===== src/rtl/bus_load_bank.sv =====
// 32-entry register bank loaded from the datapath bus with byte enables.
// All entries are driven out in parallel for the bus-source select path.
module bus_load_bank #(
  parameter int DATA_W  = 32,
  parameter bit ZERO_R0 = 1'b0
) (
  input  logic              clk,
  input  logic              clr,
  input  logic [DATA_W-1:0] bus_in,
  input  logic              wr_en,
  input  logic [4:0]        wr_sel,
  input  logic [DATA_W/8-1:0] wr_be,
  output logic [DATA_W-1:0] r0,
  output logic [DATA_W-1:0] r1,
  output logic [DATA_W-1:0] r2,
  output logic [DATA_W-1:0] r3,
  output logic [DATA_W-1:0] r4,
  output logic [DATA_W-1:0] r5,
  output logic [DATA_W-1:0] r6,
  output logic [DATA_W-1:0] r7,
  output logic [DATA_W-1:0] r8,
  output logic [DATA_W-1:0] r9,
  output logic [DATA_W-1:0] r10,
  output logic [DATA_W-1:0] r11,
  output logic [DATA_W-1:0] r12,
  output logic [DATA_W-1:0] r13,
  output logic [DATA_W-1:0] r14,
  output logic [DATA_W-1:0] r15,
  output logic [DATA_W-1:0] r16,
  output logic [DATA_W-1:0] r17,
  output logic [DATA_W-1:0] r18,
  output logic [DATA_W-1:0] r19,
  output logic [DATA_W-1:0] r20,
  output logic [DATA_W-1:0] r21,
  output logic [DATA_W-1:0] r22,
  output logic [DATA_W-1:0] r23,
  output logic [DATA_W-1:0] r24,
  output logic [DATA_W-1:0] r25,
  output logic [DATA_W-1:0] r26,
  output logic [DATA_W-1:0] r27,
  output logic [DATA_W-1:0] r28,
  output logic [DATA_W-1:0] r29,
  output logic [DATA_W-1:0] r30,
  output logic [DATA_W-1:0] r31,
  output logic [31:0]       valid,
  output logic              wr_ack,
  output logic [4:0]        last_sel
);

  localparam int NB = DATA_W / 8;

  typedef enum logic {
    IDLE,
    WRITE
  } state_e;

  state_e            state_q, state_d;
  logic [31:0]       ld;
  logic [DATA_W-1:0] mem_q [32];
  logic [31:0]       valid_q, valid_d;
  logic [4:0]        sel_q, sel_d;

  // Entry 0 never loads when hardwired, so its valid bit never sets either.
  always_comb begin
    ld = '0;
    ld[wr_sel] = wr_en;
    if (ZERO_R0) ld[0] = 1'b0;
    state_d = wr_en ? WRITE : IDLE;
    sel_d   = wr_en ? wr_sel : sel_q;
    valid_d = valid_q;
    if (|wr_be) valid_d = valid_q | ld;
  end

  always_ff @(posedge clk) begin
    if (clr) begin
      state_q <= IDLE;
      valid_q <= '0;
      sel_q   <= '0;
    end else begin
      state_q <= state_d;
      valid_q <= valid_d;
      sel_q   <= sel_d;
    end
  end

  always_ff @(posedge clk) begin
    if (clr) begin
      for (int n = 0; n < 32; n++) mem_q[n] <= '0;
    end else begin
      for (int n = 0; n < 32; n++)
        for (int k = 0; k < NB; k++)
          if (ld[n] && wr_be[k])
            mem_q[n][8*k +: 8] <= bus_in[8*k +: 8];
    end
  end

  assign wr_ack   = (state_q == WRITE);
  assign last_sel = sel_q;
  assign valid    = valid_q & ~{31'b0, ZERO_R0};

  assign r0  = ZERO_R0 ? '0 : mem_q[0];
  assign r1  = mem_q[1];
  assign r2  = mem_q[2];
  assign r3  = mem_q[3];
  assign r4  = mem_q[4];
  assign r5  = mem_q[5];
  assign r6  = mem_q[6];
  assign r7  = mem_q[7];
  assign r8  = mem_q[8];
  assign r9  = mem_q[9];
  assign r10 = mem_q[10];
  assign r11 = mem_q[11];
  assign r12 = mem_q[12];
  assign r13 = mem_q[13];
  assign r14 = mem_q[14];
  assign r15 = mem_q[15];
  assign r16 = mem_q[16];
  assign r17 = mem_q[17];
  assign r18 = mem_q[18];
  assign r19 = mem_q[19];
  assign r20 = mem_q[20];
  assign r21 = mem_q[21];
  assign r22 = mem_q[22];
  assign r23 = mem_q[23];
  assign r24 = mem_q[24];
  assign r25 = mem_q[25];
  assign r26 = mem_q[26];
  assign r27 = mem_q[27];
  assign r28 = mem_q[28];
  assign r29 = mem_q[29];
  assign r30 = mem_q[30];
  assign r31 = mem_q[31];

endmodule


===== config.mk =====
export PLATFORM = sky130hd
export DESIGN_NAME = bus_load_bank
export DESIGN_NICKNAME = d
export VERILOG_FILES = /design/src/rtl/bus_load_bank.sv
export SDC_FILE = /design/constraint.sdc
export NUM_CORES = 1
export LEC_CHECK = 0
export ABC_AREA = 0
export CORE_AREA = 2 2 431 433
export CTS_BUF_LIST = sky130_fd_sc_hd__clkbuf_4
export CTS_CLUSTER_SIZE = 14
export DETAILED_ROUTE_END_ITERATION = 10
export DIE_AREA = 0 0 433 435
export PLACE_DENSITY = 0.46
export SLEW_MARGIN = 20
export SYNTH_ARGS = -nofsm -noshare
export SYNTH_HDL_FRONTEND = slang
export SYNTH_SLANG_ARGS = --single-unit

===== constraint.sdc =====
create_clock -name clk -period 3.45 [get_ports clk]
set_clock_uncertainty 0.05 [all_clocks]
set_input_delay 0.5175 -clock clk [delete_from_list [all_inputs] [get_ports clk]]
set_output_delay 0.5175 -clock clk [all_outputs]
set_load 0.1 [all_outputs]

; ---- After elaboration in Yosys (flattened, before gate mapping)
; Memories as Yosys holds them, arrays and structs flattened.
; Index checks and enable logic that the tools add are counted.
[word_totals]
input_bits = 44
ramBits = 1024
output_inout_bits = 1062
n_memories = 1
register_bits = 38
[mem_list]
columns = name, words, word_bits, rd, rd_clocked_by_memory_dff, write_ports, line_no
row1 = mem_q, 32, 32, 32, 0, 32, 59  ; logic [DATA_W-1:0] mem_q [32];
[op_classes]
n_bitwise = 130
reduce_logical = 130
muxes = 517
order_cmp = 2
[ops]
columns = cell, count
row1 = 2-to-1 mux 8 bit, 128
row2 = 2-to-1 mux 1 bit, 388
row3 = logical AND 1 bit, 129
row4 = bitwise OR 1 bit, 128
row5 = bitwise AND 32 bit, 1
row6 = bitwise OR 32 bit, 1
row7 = < comparator 5 x 6 -> 1 bit (second input constant), 1
row8 = demux 1 bit (select 5 bit), 1
row9 = greater-or-equal comparator 5 x 1 -> 1 bit (second input constant), 1
row10 = OR reduction 4 bit, 1

; ---- Longest topological paths before layout
[depth]
depth_word = 10
mapped_depth = 6
depth_no_buf = 2

; ---- Worst setup path before layout
; No wires, ideal clock.
[synth_path]
path_kind = input to register
from = input port clr
to = memory mem_q[0][0], enable pin
slack_ns = 1.291
arrival_ns = 1.797
n_path_buf = 4
cell_stages = 5
setup_time_ns = 0.313
cell_sequence = clkbuf_1 > clkbuf_1 > clkbuf_1 > clkbuf_1 > a31o_2
[synth_rtl]
columns = item, line_no
row1 = "start, declared", 8  ; input logic clr,
row2 = "end, declared", 59

==> results.cfg <==
[finish]
most-common-layout-cells = edfxtp_1, dlygate4sd2_1, nor3_1
area_delta_synth_final_pct = 44.6
final_cells = 6202
drive_gt1_share_pct = 31.6
postLayoutCoreUtil_pct = 30.1
layout.nets = 3580
mostFrequentLayoutCell = edfxtp_1

[grt]
grt_pass1_vias = 27300
antenna_found_initial = 16
grt.overflow.total = 0
grt_first_pass_wirelength_um = 253000
met3_usage_pct = 6.04
grt.busiest_layer = met2
grt_use_met1_pct = 21.2
use_met2_pct = 34.7
grt_max_degree = 77
grtUsageTotal_pct = 20.0

[floorplan]
dieArea_sq_um = 188000
die_x_um = 433
core_area_sq_um = 184000
start_util_pct = 20.8
std_cell_rows = 158
fp.dieH_um = 435
io_pins = 1106

[place]
place_inst = 5658
port_buffers = 1105
place_congestion = 0.819
hpwl_um = 138000
dp_slack_ns = 0.346

[detailed_routing]
drtAntennaViolNets = 0
dr_total_vias = 27300
wl_per_cell_um = 31.2
wl_um = 194000
via_per_inst = 4.40
drc_errors = 0
dr.pass1.iters = 5
dr.first_iter.drc_count = 2069

[synth]
synth.top_cell.area_share_pct = 80.4
synth-xor-area-share_pct = 0
synth_compound_area_share_pct = 3.85
synth_top_family_by_area = simple AND/OR/NAND/NOR gates
yosys_warnings = 0
ys_seq_elements = 1062
avgSynthCellArea_sq_um = 17.5
synth-simple-area-share_pct = 10.9
yosys-top-cells-area = edfxtp_1, nor3_1, a31o_2
synth_nets = 2230
synth_cell_types = 28
synth_fa_ha_area_share_pct = 0
syn_area_sq_um = 38300
synth_area_leader_cell = edfxtp_1
muxShareOfSynthArea_pct = 0.131
yosysSeqAreaShare_pct = 82.3
netlist_instances = 2186

[critical_path]
critPathLaunch = mem_q[0][491]
crit_buf_inv = 1
r2r_start = last_sel[0]
cpPeakStageDelay_ns = 0.92
end_kind = output port
start_kind = flip-flop
crit_end = r15[11]
cp_cell_sequence = dlygate4sd2_1
cp.required_ns = 2.88
reg2reg_depth = 3
r2r_end = last_sel[0]
critPathTopFamily = buffers and inverters
slowest_stage = dlygate4sd2_1
critPathKind = flip-flop to output port
cp.depth = 1
r2r_slack_ns = 2.23
arrival_ns = 2.67
critical_path_peak_fanout = 1

[sta]
finalSetupViolCount = 0
clock.fmax_mhz = 309
fin_ws_ns = 0.217
fin_crit_sh_pct = 93.7
tns_ns = 0
worst_pin_slew_ns = 1.06
fin_crit_ns = 3.23
hold_viol_final = 0
slew_violations = 0
relSlewSlack_pct = 28.9
rsz0062_at_grt = no

[power_and_ir_drop]
p_leak_nw = 20.1
peakVddDrop_mv = 0.308
p_per_area_nw_per_um2 = 646

[clock_network]
path_clk_slew_ns = 0.06
root_buffer = clkbuf_4
clock_path_buffers = 4
cts_tree = built
clk-insertion-delay-late_ns = 1.33
cts_made_buffers = 315
cts.sinks = 1062
htree_levels = 5

[job]
maxCapViolCount = 0

[worst_hold_path]
hp-class = primary input to flip-flop

[outcome]
status = finished, final reports clean
-- stage by stage --
step,instance area (sq um),hold WS [ns],power (mW)
global route,55300,0.0849,36.9
finish,55300,0.236,35.7
floorplan,38300,0.730,22.2
global placement,52200,0.390,25.0
detailed placement,52200,0.396,25.0
CTS,55300,0.00473,36.2
-- power breakdown --
part / leakage, nW / switching, mW / total [mW] / internal (mW)
clock: 2.17 / 5.50 / 11.5 / 5.97
combinational: 7.77 / 7.81 / 8.95 / 1.14
sequential: 10.1 / 0.299 / 15.3 / 15.0
total: 20.1 / 13.6 / 35.7 / 22.1
-- flip-flops by register name, summed over array words and instances, names as in the netlist --
name      cells
mem_q      1024
valid        32
last_sel      5
wr_ack        1
-- per-layer routing --
layer  wire (um)  share of wire (%)  vias up
li1            -                  -    11400
met1       68200                 35    14100
met2       98300                 51     1460
met3       15300                7.9      352
met4       11900                6.1        2
met5           7             0.0036        -
-- logic make-up after synthesis --
logic type / after synthesis
AND/OR/NAND/NOR: 702
AO/OA/AOI/OAI: 160
multiplexers: 5
buffers and inverters: 257
flip-flops: 1062
-- how the worst min path moves through the flow --
stage	start	endpoint	cells after the start
6_report	bus_in[28]	mem_q[1][252]	3
3_5_place_dp	valid[22]	valid[22]	2
5_1_grt	bus_in[28]	mem_q[1][92]	3
4_1_cts	bus_in[28]	mem_q[1][316]	3
2_1_floorplan	wr_sel[4]	last_sel[4]	3
3_3_place_gp	valid[23]	valid[23]	2
-- what timing repair did --
action,CTS,global route
endpoints found under the hold margin,875,0
setup buffers,0,0
hold buffers,41,0
endpoints found under the setup margin,705,0
gates resized for setup,705,0
-- Yosys cell counts (all sizes together) --
library cell and instances:
edfxtp 1024, nor3 576, clkbuf 215, a31o 96
buf 42, dfxtp 38, nor2b 35, nand2b 34
a41o 32, nand3b 32, o41ai 32, nor2 6
mux2i 5, and4b 3, nand4b 3, nand4bb 3
nor4bb 3, and4 1, nand2 1, nand4 1
nor4 1, nor4b 1, or2 1, or4b 1
-- layout make-up --
type / instances / area, sq um
antenna: 9 / 22.5
clock inverter: 51 / 249
fill: 18900 / 129000
timing repair buffer: 1290 / 11200
clock buffer: 443 / 3330
tap: 2480 / 3100
sequential: 1062 / 31500
multi-input combinational: 867 / 5880
Note: power is estimated with default switching activity, not from simulation.
